**src/rtl/cpu_clock_controller.sv**
```systemverilog
// cpu_clock_controller
//   Generates the 68000 CPU clock from the 40 MHz system clock using a
//   programmable half-period divisor. Supports glitch-free divisor changes
//   (applied only at a falling edge of CLK_OUT), halting with CLK_OUT low
//   after a full-length low phase, and single-stepping one CPU clock period.
//
// Ports:
//   CLK        in   system clock
//   RESET      in   synchronous active-high reset
//   DIV_WR     in   strobe: DIV_DATA becomes the pending divisor
//   DIV_DATA   in   new half-period divisor (half period = DIV+1 cycles)
//   MODE_WR    in   strobe: mode command on MODE_DATA
//   MODE_DATA  in   0=RUN, 1=HALT, 2/3 ignored
//   STEP_REQ   in   level request for one CPU clock period while halted
//   STEP_ACK   out  one-cycle pulse when a step completes
//   CLK_OUT    out  generated CPU clock (registered)
//   CLK_RISE   out  high in the cycle CLK_OUT becomes 1
//   CLK_FALL   out  high in the cycle CLK_OUT becomes 0
//   HALTED     out  high while in the HALT state
//   BUSY       out  a divisor change is pending
//   CUR_DIV    out  active divisor
module cpu_clock_controller #(
  parameter int DIV_WIDTH   = 8,
  parameter int DEFAULT_DIV = 0
) (
  input  logic                 CLK,
  input  logic                 RESET,
  input  logic                 DIV_WR,
  input  logic [DIV_WIDTH-1:0] DIV_DATA,
  input  logic                 MODE_WR,
  input  logic [1:0]           MODE_DATA,
  input  logic                 STEP_REQ,
  output logic                 STEP_ACK,
  output logic                 CLK_OUT,
  output logic                 CLK_RISE,
  output logic                 CLK_FALL,
  output logic                 HALTED,
  output logic                 BUSY,
  output logic [DIV_WIDTH-1:0] CUR_DIV
);

  typedef enum logic [1:0] {
    ST_RUN     = 2'd0,
    ST_HALT    = 2'd1,
    ST_STEP_HI = 2'd2,
    ST_STEP_LO = 2'd3
  } state_t;

  localparam logic [DIV_WIDTH-1:0] RESET_DIV = DIV_WIDTH'(DEFAULT_DIV);
  localparam logic [DIV_WIDTH-1:0] ONE       = DIV_WIDTH'(1);

  state_t                 state_reg,     state_next;
  logic [DIV_WIDTH-1:0]   count_reg,     count_next;
  logic [DIV_WIDTH-1:0]   cur_div_reg,   cur_div_next;
  logic [DIV_WIDTH-1:0]   pend_div_reg,  pend_div_next;
  logic                   busy_reg,      busy_next;
  logic                   clk_out_reg,   clk_out_next;
  logic                   rise_reg,      rise_next;
  logic                   fall_reg,      fall_next;
  logic                   ack_reg,       ack_next;
  logic                   halt_pend_reg, halt_pend_next;
  logic                   run_pend_reg,  run_pend_next;

  logic toggle;
  logic mode_run;
  logic mode_halt;

  assign toggle    = (count_reg == cur_div_reg);
  assign mode_run  = MODE_WR && (MODE_DATA == 2'd0);
  assign mode_halt = MODE_WR && (MODE_DATA == 2'd1);

  always_ff @(posedge CLK) begin
    if (RESET) begin
      state_reg     <= ST_RUN;
      count_reg     <= '0;
      cur_div_reg   <= RESET_DIV;
      pend_div_reg  <= RESET_DIV;
      busy_reg      <= 1'b0;
      clk_out_reg   <= 1'b0;
      rise_reg      <= 1'b0;
      fall_reg      <= 1'b0;
      ack_reg       <= 1'b0;
      halt_pend_reg <= 1'b0;
      run_pend_reg  <= 1'b0;
    end else begin
      state_reg     <= state_next;
      count_reg     <= count_next;
      cur_div_reg   <= cur_div_next;
      pend_div_reg  <= pend_div_next;
      busy_reg      <= busy_next;
      clk_out_reg   <= clk_out_next;
      rise_reg      <= rise_next;
      fall_reg      <= fall_next;
      ack_reg       <= ack_next;
      halt_pend_reg <= halt_pend_next;
      run_pend_reg  <= run_pend_next;
    end
  end

  always_comb begin
    state_next     = state_reg;
    count_next     = count_reg;
    cur_div_next   = cur_div_reg;
    pend_div_next  = pend_div_reg;
    busy_next      = busy_reg;
    clk_out_next   = clk_out_reg;
    rise_next      = 1'b0;
    fall_next      = 1'b0;
    ack_next       = 1'b0;
    halt_pend_next = halt_pend_reg;
    run_pend_next  = run_pend_reg;

    case (state_reg)
      ST_RUN: begin
        if (mode_run) begin
          halt_pend_next = 1'b0;
        end else if (mode_halt) begin
          halt_pend_next = 1'b1;
        end
        if (toggle) begin
          count_next = '0;
          if (clk_out_reg) begin
            clk_out_next = 1'b0;
            fall_next    = 1'b1;
            // Divisor only changes at a falling edge so no phase is truncated.
            if (busy_reg) begin
              cur_div_next = pend_div_reg;
              busy_next    = 1'b0;
            end
          end else if (halt_pend_reg) begin
            // Suppress the rise: the low phase just completed at full length.
            state_next     = ST_HALT;
            halt_pend_next = 1'b0;
          end else begin
            clk_out_next = 1'b1;
            rise_next    = 1'b1;
          end
        end else begin
          count_next = count_reg + ONE;
        end
      end

      ST_HALT: begin
        count_next   = '0;
        clk_out_next = 1'b0;
        // No clock is running, so a divisor change can take effect at once.
        if (DIV_WR) begin
          cur_div_next = DIV_DATA;
        end else if (busy_reg) begin
          cur_div_next = pend_div_reg;
        end
        busy_next = 1'b0;
        if (mode_run) begin
          state_next = ST_RUN;
        end else if (STEP_REQ && !ack_reg) begin
          // STEP_REQ is ignored in the ack cycle so the requester can drop it.
          state_next   = ST_STEP_HI;
          clk_out_next = 1'b1;
          rise_next    = 1'b1;
        end
      end

      ST_STEP_HI: begin
        if (mode_run) begin
          run_pend_next = 1'b1;
        end
        if (toggle) begin
          count_next   = '0;
          clk_out_next = 1'b0;
          fall_next    = 1'b1;
          state_next   = ST_STEP_LO;
          if (busy_reg) begin
            cur_div_next = pend_div_reg;
            busy_next    = 1'b0;
          end
        end else begin
          count_next = count_reg + ONE;
        end
      end

      ST_STEP_LO: begin
        if (mode_run) begin
          run_pend_next = 1'b1;
        end
        if (toggle) begin
          count_next    = '0;
          ack_next      = 1'b1;
          run_pend_next = 1'b0;
          state_next    = (run_pend_reg || mode_run) ? ST_RUN : ST_HALT;
        end else begin
          count_next = count_reg + ONE;
        end
      end

      default: begin
        state_next = ST_RUN;
      end
    endcase

    // A write outside HALT always (re)loads the pending slot, last one wins;
    // if it coincides with an application, the newer value stays pending.
    if (DIV_WR && (state_reg != ST_HALT)) begin
      pend_div_next = DIV_DATA;
      busy_next     = 1'b1;
    end
  end

  assign STEP_ACK = ack_reg;
  assign CLK_OUT  = clk_out_reg;
  assign CLK_RISE = rise_reg;
  assign CLK_FALL = fall_reg;
  assign HALTED   = (state_reg == ST_HALT);
  assign BUSY     = busy_reg;
  assign CUR_DIV  = cur_div_reg;

endmodule

```
**config.mk**
```make
export PLATFORM = sky130hd
export DESIGN_NAME = cpu_clock_controller
export DESIGN_NICKNAME = d
export VERILOG_FILES = /design/src/rtl/cpu_clock_controller.sv
export SDC_FILE = /design/constraint.sdc
export NUM_CORES = 1
export LEC_CHECK = 0
export BUFFER_PORTS_ARGS = -buffer_cell sky130_fd_sc_hd__buf_2
export CELL_PAD_IN_SITES_DETAIL_PLACEMENT = 2
export CELL_PAD_IN_SITES_GLOBAL_PLACEMENT = 2
export CORE_MARGIN = 1.5
export CORE_UTILIZATION = 34
export CTS_CLUSTER_DIAMETER = 40
export CTS_CLUSTER_SIZE = 30
export DETAILED_ROUTE_END_ITERATION = 7
export PLACE_DENSITY_LB_ADDON = 0.1
export SYNTH_ARGS = -nofsm -noshare
export SYNTH_HDL_FRONTEND = slang
export SYNTH_SLANG_ARGS = --single-unit
```
**constraint.sdc**
```tcl
create_clock -name CLK -period 2.9 [get_ports CLK]
set_input_delay 0.145 -clock CLK [delete_from_list [all_inputs] [get_ports CLK]]
set_output_delay 0.145 -clock CLK [all_outputs]
set_load 0.02 [all_outputs]
```
==> flow_summary.yaml <==
outcome:
  status: "finished clean"
drt:
  drt_pass1_iterations: 4
  drtAntennaViolNets: 0
  route.detailed.drc: 0
  wl_per_cell_um: 16.5
  via_count: 1594
  drt_iter0_markers: 65
  routed_wl_mm: 5.00
  vias_per_cell: 5.28
logic_synthesis:
  synth_area_leaders: "dfxtp_1 (39%), a21oi_1 (8.0%), nand2_1 (7.8%)"
  synth_adder_area_share_pct: 3.72
  synth_edf_count: 0
  yosysUniqueCellTypes: 35
  yosys.area_share.simple_pct: 20.6
  netlist_area_um2: 1680
  synth_top_family_by_area: "simple AND/OR/NAND/NOR gates"
  yosys_warnings: 0
  synth_compound_area_share_pct: 20.3
  synthFlopType: "dfxtp_1"
  synthArstFlopShare_pct: 0
  synth_nets: 228
  synth_xor_area_share_pct: 7.30
  syn_inst: 208
  yosys.area.top_type_share_pct: 39.3
  synth_most_common_cell: "nand2_1"
  syn_area_per_cell_um2: 8.08
  synthTopCellsByCount: "nand2_1 (35), dfxtp_1 (33), a21oi_1 (27)"
  synth_mux_area_share_pct: 4.77
  yosysTopAreaCell: "dfxtp_1"
  synth_seq_area_share_pct: 39.3
  synth-seq-cells: 33
sta:
  finClkSkew_ns: 0.00411
  period_share_pct: 84.4
  setup_viol: 0
  timing.setup.tns_ns: 0
  max_freq_ghz: 0.409
  rsz0062_at_grt: "no"
  slew_headroom_pct: 26.1
  hold_violations: 0
  tightest_slew_ns: 1.10
  drv_slew: 0
  fin_crit_ns: 2.45
worst_hold_path:
  whs_path_depth: 3
  min_to: "pend_div_reg[3]"
  hold_class: "primary input to flop"
  min_from: "DIV_DATA[3]"
worst_setup_path:
  endpoint_kind: "flop"
  r2r_end: "CUR_DIV[2]"
  crit_type: "flop to flop"
  crit_fanout: 17
  arrival_ns: 2.63
  cp.required_ns: 3.08
  rr_worst_depth: 6
  regToRegStartpoint: "state_reg[0]"
  setup.worst_path.start_class: "flop"
  crit_start: "state_reg[0]"
  reg2reg_slack_ns: 0.45
clock_network:
  cts_tree: "yes"
  cts-resized-gates: 0
  cts_hold_buf: 0
  numCtsBuffers: 5
  insertion_delay_ns: 0.29
  clock-root-buffer: "clkbuf_8"
  clockBufferDepth: 2
  cts_num_sinks: 33
  postCtsSetupRepairBufs: 0
  cts_max_level: 2
  cts.clk_slew.worst_paths_ns: 0.07
global_routing:
  gr-usage-all-layers_pct: 20.7
  antenna_found_initial: 0
  grt_remaining_overflow: 0
  grt_max_degree: 20
  grt_pass1_wl_mm: 8.22
  grt_pass1_vias: 1635
floorplan:
  die_h_um: 73.3
  die_area_um2: 5370
  initial_core_util_pct: 35.3
  ios: 29
  die_w_um: 73.3
  rows: 25
  core_area_um2: 4750
pwr:
  vdd_drop_max_mv: 0.463
  powerDensity_nw_per_um2: 763
  total_power_mw: 1.49
  p_leak_nw: 0.870
finish:
  finalNetCount: 254
  fillers: 580
  drive_gt1_share_pct: 15.7
  stdcell_count: 302
  n_antenna_cell: 0
  syn2layout_area_growth_pct: 16.2
job:
  maxCapViolations: 0
place:
  dp_hpwl_mm: 3.70
  gp_congestion: 0.790
  dp.cells: 294
  numPortBuffers: 28
-- stage by stage --
step                      hold slack [ns]  worst slack [ns]  utilization, %  area [um^2]
after floorplan                     0.281             0.975               -         1680
after CTS                          0.0995             0.439            41.1         1950
after detailed placement            0.411             0.519            39.4         1870
after global routing               0.0992             0.241            41.1         1950
final                               0.110             0.453            41.1         1950
after global placement              0.396             0.696            39.4         1870
-- cell usage in the layout (no fill, tap or decap), types with 3 or more instances in the layout --
| master | n |
|---|---|
| nor3_1 | 3 |
| clkbuf_1 | 3 |
| xnor2_1 | 9 |
| nand4_1 | 3 |
| ha_1 | 5 |
| buf_2 | 28 |
| a21oi_1 | 27 |
| xor2_1 | 5 |
| a41o_1 | 9 |
| nand3_1 | 6 |
| and3_1 | 3 |
| mux2i_1 | 8 |
| dfxtp_1 | 33 |
| nand2_1 | 35 |
| inv_1 | 7 |
| clkbuf_8 | 5 |
| nor2_1 | 20 |
-- power breakdown --
part | internal (mW) | total [mW] | switching, mW | leakage (nW)
Clock | 0.171 | 0.339 | 0.168 | 0.0395
Combinational | 0.193 | 0.572 | 0.378 | 0.562
Sequential | 0.508 | 0.580 | 0.0727 | 0.269
Total | 0.872 | 1.49 | 0.619 | 0.870
-- worst max path at each step --
stage | end | slack, ns | depth (start not counted)
6_report | CUR_DIV[2] | 0.45 | 6
5_1_grt | CUR_DIV[6] | 0.24 | 6
4_1_cts | CUR_DIV[2] | 0.44 | 6
3_5_place_dp | CUR_DIV[3] | 0.52 | 6
3_3_place_gp | BUSY | 0.70 | 6
2_1_floorplan | CUR_DIV[0] | 0.98 | 7
-- per-layer routing --
layer,GRT usage (%),part of all wire [%],vias to the layer above,wire [um]
li1,-,-,785,-
met1,26.1,46,777,2310
met2,35.3,50,26,2480
met3,4.66,3.0,6,148
met4,6.17,1.2,0,59
met5,0,0,-,0
-- kinds of logic (layout without fill, tap and decap cells) --
logic type               Yosys count  after routing
adder cells (fa/ha/maj)            5              5
buffers and inverters             18             45
AND/OR/NAND/NOR                   78             78
XOR/XNOR                          14             14
flip-flops                        33             33
multiplexers                       8              8
AO/OA/AOI/OAI                     52             52
-- cell type report --
class                           count  area, um^2  share of cell area (%)
Multi-Input combinational cell    157         951                    48.7
Sequential cell                    33         661                    33.8
Timing Repair Buffer               29         148                    7.56
Tap cell                           67        83.8                    4.29
Clock buffer                        8        80.1                    4.10
Inverter                            8        30.0                    1.54
-- worst max-delay path: stages, from the launching register on --
cell and delay, ns:
dfxtp_1 0.48, inv_1 0.14, ha_1 0.35, or2_2 0.35
o21ai_1 0.59, a21oi_1 0.18, a41o_1 0.26
Note: power is estimated with default switching activity, not from simulation.
